**src/rtl/sa_pkg.sv**
```systemverilog
// sa_pkg: state encoding and default sizing shared by the systolic-array controller
package sa_pkg;
    typedef enum logic [2:0] {IDLE, CLEAR, FEED, DRAIN, DONE} sa_ctrl_state_t;
    localparam int SA_SIZE  = 32;
    localparam int SA_WIDTH = 8;
    localparam int SA_MAX_K = 256;
endpackage

```
**src/rtl/sa_controller.sv**
```systemverilog
// sa_controller: sequences clear, feed, drain and done phases of one SIZE x SIZE systolic-array job
//   start/k_len request a job (IDLE only), abort cancels it, out_ready paces the result drain.
//   busy/done/err report status; sa_load/sa_clear/sa_carry_en drive the array;
//   buf_rd_en/buf_rd_addr stream the operand buffers; out_valid/out_col present result columns.
module sa_controller
    import sa_pkg::*;
#(
    parameter int WIDTH = SA_WIDTH,
    parameter int SIZE  = SA_SIZE,
    parameter int MAX_K = SA_MAX_K
) (
    input  logic                         clk,
    input  logic                         reset,
    input  logic                         start,
    input  logic [$clog2(MAX_K+1)-1:0]   k_len,
    input  logic                         abort,
    input  logic                         out_ready,
    output logic                         busy,
    output logic                         done,
    output logic                         err,
    output logic                         sa_load,
    output logic                         sa_clear,
    output logic                         sa_carry_en [SIZE],
    output logic                         buf_rd_en,
    output logic [$clog2(MAX_K)-1:0]     buf_rd_addr,
    output logic                         out_valid,
    output logic [$clog2(SIZE)-1:0]      out_col
);
    localparam int KW = $clog2(MAX_K+1);
    localparam int AW = $clog2(MAX_K);
    localparam int CW = $clog2(MAX_K+2*SIZE);
    localparam int OW = $clog2(SIZE);
    if (WIDTH < 1 || SIZE < 2) begin : g_bad_params
        $error("sa_controller: WIDTH must be >= 1 and SIZE >= 2");
    end
    sa_ctrl_state_t state, state_n;
    logic [CW-1:0] cnt, cnt_n;
    logic [KW-1:0] k_reg;
    logic k_ok, feed_end, rd_n;
    assign k_ok = k_len != '0 && k_len <= KW'(MAX_K);
    // FEED runs k_len + 2*SIZE - 2 cycles so the skewed wavefront fully fills and flushes
    assign feed_end = cnt == CW'(k_reg) + CW'(2*SIZE-3);
    assign rd_n = state_n == FEED && cnt_n < CW'(k_reg);
    always_comb begin
        state_n = state;
        cnt_n = '0;
        if (state != IDLE && abort)
            state_n = IDLE;
        else
            case (state)
                IDLE:  state_n = start && k_ok && !abort ? CLEAR : IDLE;
                CLEAR: state_n = FEED;
                FEED: begin
                    state_n = feed_end ? DRAIN : FEED;
                    cnt_n = feed_end ? '0 : cnt + 1'b1;
                end
                DRAIN: begin
                    state_n = out_ready && cnt == CW'(SIZE-1) ? DONE : DRAIN;
                    cnt_n = !out_ready ? cnt : cnt == CW'(SIZE-1) ? '0 : cnt + 1'b1;
                end
                default: state_n = IDLE;
            endcase
    end
    // Outputs are decoded from the next state so they line up with the registered state
    always_ff @(posedge clk) begin
        if (reset) begin
            state <= IDLE;
            cnt <= '0;
            k_reg <= '0;
            busy <= 1'b0;
            done <= 1'b0;
            err <= 1'b0;
            sa_load <= 1'b0;
            sa_clear <= 1'b0;
            buf_rd_en <= 1'b0;
            buf_rd_addr <= '0;
            out_valid <= 1'b0;
            out_col <= '0;
        end else begin
            state <= state_n;
            cnt <= cnt_n;
            if (state == IDLE && state_n == CLEAR) k_reg <= k_len;
            busy <= state_n != IDLE;
            done <= state_n == DONE;
            err <= state == IDLE && start && !k_ok && !abort;
            sa_load <= state_n == FEED;
            sa_clear <= state_n == CLEAR;
            buf_rd_en <= rd_n;
            buf_rd_addr <= rd_n ? cnt_n[AW-1:0] : '0;
            out_valid <= state_n == DRAIN;
            out_col <= state_n == DRAIN ? OW'(SIZE-1) - cnt_n[OW-1:0] : '0;
        end
    end
    // Column shift must react to out_ready in the same cycle, so this one stays combinational
    always_comb
        for (int j = 0; j < SIZE; j++) sa_carry_en[j] = state == DRAIN && out_ready;
endmodule

```
**config.mk**
```make
export PLATFORM = sky130hd
export DESIGN_NAME = sa_controller
export DESIGN_NICKNAME = d
export VERILOG_FILES = /design/src/rtl/sa_pkg.sv /design/src/rtl/sa_controller.sv
export SDC_FILE = /design/constraint.sdc
export NUM_CORES = 1
export LEC_CHECK = 0
export ABC_AREA = 1
export BUFFER_PORTS_ARGS = -buffer_cell sky130_fd_sc_hd__buf_2
export CORE_MARGIN = 2
export CORE_UTILIZATION = 49
export CTS_BUF_LIST = sky130_fd_sc_hd__clkbuf_4 sky130_fd_sc_hd__clkbuf_8
export DETAILED_ROUTE_END_ITERATION = 7
export MAX_ROUTING_LAYER = met4
export PLACE_DENSITY_LB_ADDON = 0.25
export SLEW_MARGIN = 20
export SYNTH_ARGS = -nofsm -noshare
export SYNTH_HDL_FRONTEND = slang
export SYNTH_SLANG_ARGS = --single-unit
```
**constraint.sdc**
```tcl
create_clock -name clk -period 7 [get_ports clk]
set_clock_uncertainty 0.15 [all_clocks]
set_input_delay 1.4 -clock clk [delete_from_list [all_inputs] [get_ports clk]]
set_output_delay 1.4 -clock clk [all_outputs]
set_load 0.02 [all_outputs]
```
After elaboration in Yosys (flattened, before gate mapping)
Index checks and enable logic that the tools add are counted.

cells by class
  $add $sub $neg = 3
  magnitude comparators = 2
  eq/ne operators = 9
  muxes and demuxes = 10
  bitwise logic cells = 2
  reductions and logical operators = 19

operators with widths
  kind                                                    number
  2-to-1 mux 9 bit                                        4
  one-hot mux 9 bit (2 select lines)                      1
  equality test 3 x 2 -> 1 bit (second input constant)    4
  one-hot mux 3 bit (4 select lines)                      1
  logical AND 1 bit                                       11
  adder 9 x 1 -> 9 bit (second input constant)            1
  adder 9 x 6 -> 9 bit (second input constant)            1
  equality test 9 x 5 -> 1 bit (second input constant)    1
  equality test 9 bit                                     1
  less-or-equal comparator 9 bit (second input constant)  1
  less-than comparator 9 bit                              1
  nonzero test 9 bit                                      1
  equality test 3 x 1 -> 1 bit (second input constant)    2
  2-to-1 mux 3 bit                                        2
  nonzero test 3 bit                                      2
  subtractor 5 bit (first input constant)                 1
  OR reduction 2 bit                                      2
  equality test 3 bit (second input constant)             1
  zero test 3 bit                                         1
  zero test 1 bit                                         2
  2-to-1 mux 1 bit                                        2
  NOT 1 bit                                               2

storage, ports and cells
  bits in registers = 41
  bits of input ports = 14
  output and inout bits = 52
  word-level logic and storage cells = 57

Longest topological paths before layout
  depth after elaboration = 11
  mapped depth = 26
  mapped depth without buffers = 26

Worst setup path after synthesis
Ideal clock, no wire load.

  path type = input -> output
  from = input port out_ready
  to = output port sa_carry_en[10] in the netlist's numbering
  arrival time = 3.094 ns
  data required time = 5.450 ns
  slack = 2.356 ns
  cell stages on the path = 3
  buffers on the path = 1
  path through = inv_1 nor2_1 buf_4

RTL lines
  item                line                 source
  start: declaration  sa_controller.sv:17  input logic out_ready,
  end: declaration    sa_controller.sv:23  output logic sa_carry_en [SIZE],

==> flow_summary.toml <==
[run_status]
outcome = "completed"

[timing]
fin_setup_tns_ns = 0
fin_crit_sh_pct = 55.99
drv_slew = 0
slew_headroom_pct = 56.29
finalCriticalPeriod_ns = 3.919
worst_pin_slew_ns = 0.6541
holdWs_ns = 0.3711
fmax_mhz = 255.2
hold_viol_final = 0
setup_viol = 0
setup_slack_ns = 3.081
rsz0062_at_grt = "false"

[grt]
globalRouteTotalUtil_pct = 21.98
overflow = 0
antenna_found_initial = 0
grt_pass1_vias = 1917
grt_pass1_wl_mm = 8.990
grt_max_degree = 34

[cells_and_area]
final-seq-area_sq_um = 820.8
multi_input_area_sq_um = 1214
syn_to_final_growth_pct = 11.03
fill_cells = 482
fin_cells = 458
nNetsFinal = 413
final_util_pct = 57.39
diodes = 0
final_layout_size_suffix_gt1_share_pct = 26.60

[synth]
synth_seq_cells = 41
yosys.area.top_type = "dfxtp_1"
syn_area_sq_um = 2474
ys_warn_count = 0
synth_nets = 378
synthFlopType = "dfxtp_1"
synth_cell_type_count = 31
async_flop_share_pct = 0
synthCells = 355
syn_avg_cell_area_sq_um = 6.968
yosysTopAreaCellShare_pct = 33.18
yosysSeqAreaShare_pct = 33.18
ys_top_cells_by_area = "dfxtp_1, nand2_1, buf_4"
synth-edff-count = 0

[critical_path]
path_class = "input pin to output pin"
reg2reg_to = "buf_rd_addr[5]"
critPathCapture = "sa_carry_en[1]"
r2r_slack_ns = 3.57
r2r_start = "k_reg[0]"
cp-end-kind = "output pin"
cp.arrival_ns = 2.37
startpoint_type = "input pin"
reg2reg_depth = 24
critPathLaunch = "out_ready"
worstPathRequired_ns = 5.45
path_max_fanout = 33

[route]
drt-initial-drc-count = 189
via_per_inst = 4.956
wl_per_cell_um = 12.55
routed_wl_mm = 5.749
vias = 2270
detail_route.first_pass.iterations = 4
antenna_left = 0
drcViolationCount = 0

[pwr]
power.density_nw_per_um2 = 174.5
p_leak_nw = 1.445
ir_drop_mv = 0.1449

[placement]
io_buffers = 65
dp_cells = 450
place_congestion = 0.8941
dpl.hpwl_mm = 4.525
dpl_worst_slack_ns = 3.076

[die]
row_count = 25
fp.dieArea_sq_um = 5633
ios = 66
start_util_pct = 51.69
core_area_sq_um = 4786
die_h_um = 75.05
die_x_um = 75.05

[clock_tree]
h-tree-depth = 2
cts_inserted_buffers = 5
cts-root-buf = "clkbuf_8"
postCtsHoldBufs = 0
cts_sinks = 41
clk_path_buf_depth = 2
clk_latency_ns = 0.29
cts_tree = "done"
cts_resized = 0
clkTransAtPathRegs_ns = 0.08
post_cts_buffers = 0

[min_path]
worstHoldPathCells = 2
hold_path_class = "register to register"
worstHoldStart = "k_reg[8]"

[job]
drv_cap = 0
==> metal layers <==
layer / share of wire (%) / global-route usage (%)
met1: 45 / 30.03
met2: 46 / 33.63
met3: 6.9 / 3.213
met4: 1.2 / 6.746
met5: 0 / -
==> placed cells by master, fill, tap and decap left out, types with 2 or more instances in the layout <==
| cell type | Yosys | routed |
|---|---|---|
| a211oi_1 | 10 | 10 |
| a21oi_1 | 6 | 6 |
| buf_2 | 0 | 65 |
| clkbuf_8 | 0 | 5 |
| dfxtp_1 | 41 | 41 |
| ha_1 | 9 | 9 |
| inv_1 | 43 | 43 |
| inv_2 | 5 | 5 |
| nand2_1 | 74 | 74 |
| nand2_2 | 8 | 8 |
| nand3_1 | 20 | 20 |
| nand3_2 | 2 | 2 |
| nand4_1 | 8 | 8 |
| nor2_1 | 46 | 46 |
| nor2_2 | 10 | 10 |
| nor3_1 | 4 | 4 |
| nor4_1 | 3 | 3 |
| o21ai_0 | 7 | 7 |
| o32ai_1 | 3 | 3 |
| xor2_1 | 7 | 7 |
==> Yosys cell counts, types with 6 or more instances <==
library cell,count
clkbuf_1,7
ha_1,9
nor2_1,46
a211oi_1,10
inv_1,43
a21oi_1,6
nand2_2,8
dfxtp_1,41
o21ai_0,7
nand3_1,20
nand2_1,74
buf_4,31
nand4_1,8
xor2_1,7
nor2_2,10
==> metrics by stage <==
stage                     instance area (sq um)  power (mW)
final                                      2746      0.4793
after global routing                       2746      0.5021
after CTS                                  2746      0.4814
after detailed placement                   2631      0.2928
after global placement                     2631      0.2919
after floorplan                            2474      0.2794
==> kinds of logic (layout without fill, tap and decap cells) <==
family | Yosys count | count (layout) | synth area share (%)
simple gates | 178 | 178 | 32.78
buf+inv | 86 | 122 | 17.75
flops | 41 | 41 | 33.18
compound gates | 33 | 33 | 8.903
fa+ha+maj | 9 | 9 | 4.552
xor+xnor | 8 | 8 | 2.833
==> worst min path at each step <==
stage / to / slack [ns]
floorplan: k_reg[1] / 0.32
global placement: k_reg[8] / 0.35
detailed placement: k_reg[8] / 0.36
CTS: k_reg[8] / 0.37
global route: k_reg[8] / 0.40
finish: k_reg[8] / 0.37
==> worst max-delay path, cell delays in order <==
cell and delay, ns:
buf_2 0.21, inv_1 0.16, nor2_1 0.13, buf_4 0.25, buf_2 0.21
==> power by group <==
part	total, mW	leakage (nW)	switching [mW]	internal, mW
combinational	0.0466	1.06	0.0304	0.0162
sequential	0.241	0.332	0.00439	0.237
clock	0.191	0.0543	0.0848	0.107
==> area by class of cell <==
class                      count  area share, %
tap                           67          3.052
sequential                    41          29.89
clock inverter                 3          1.686
timing repair buffer          66          12.12
inverter                      48          6.560
multi-input combinational    228          44.19
clock buffer                   5          2.506
(Power assumes the default switching activity.)
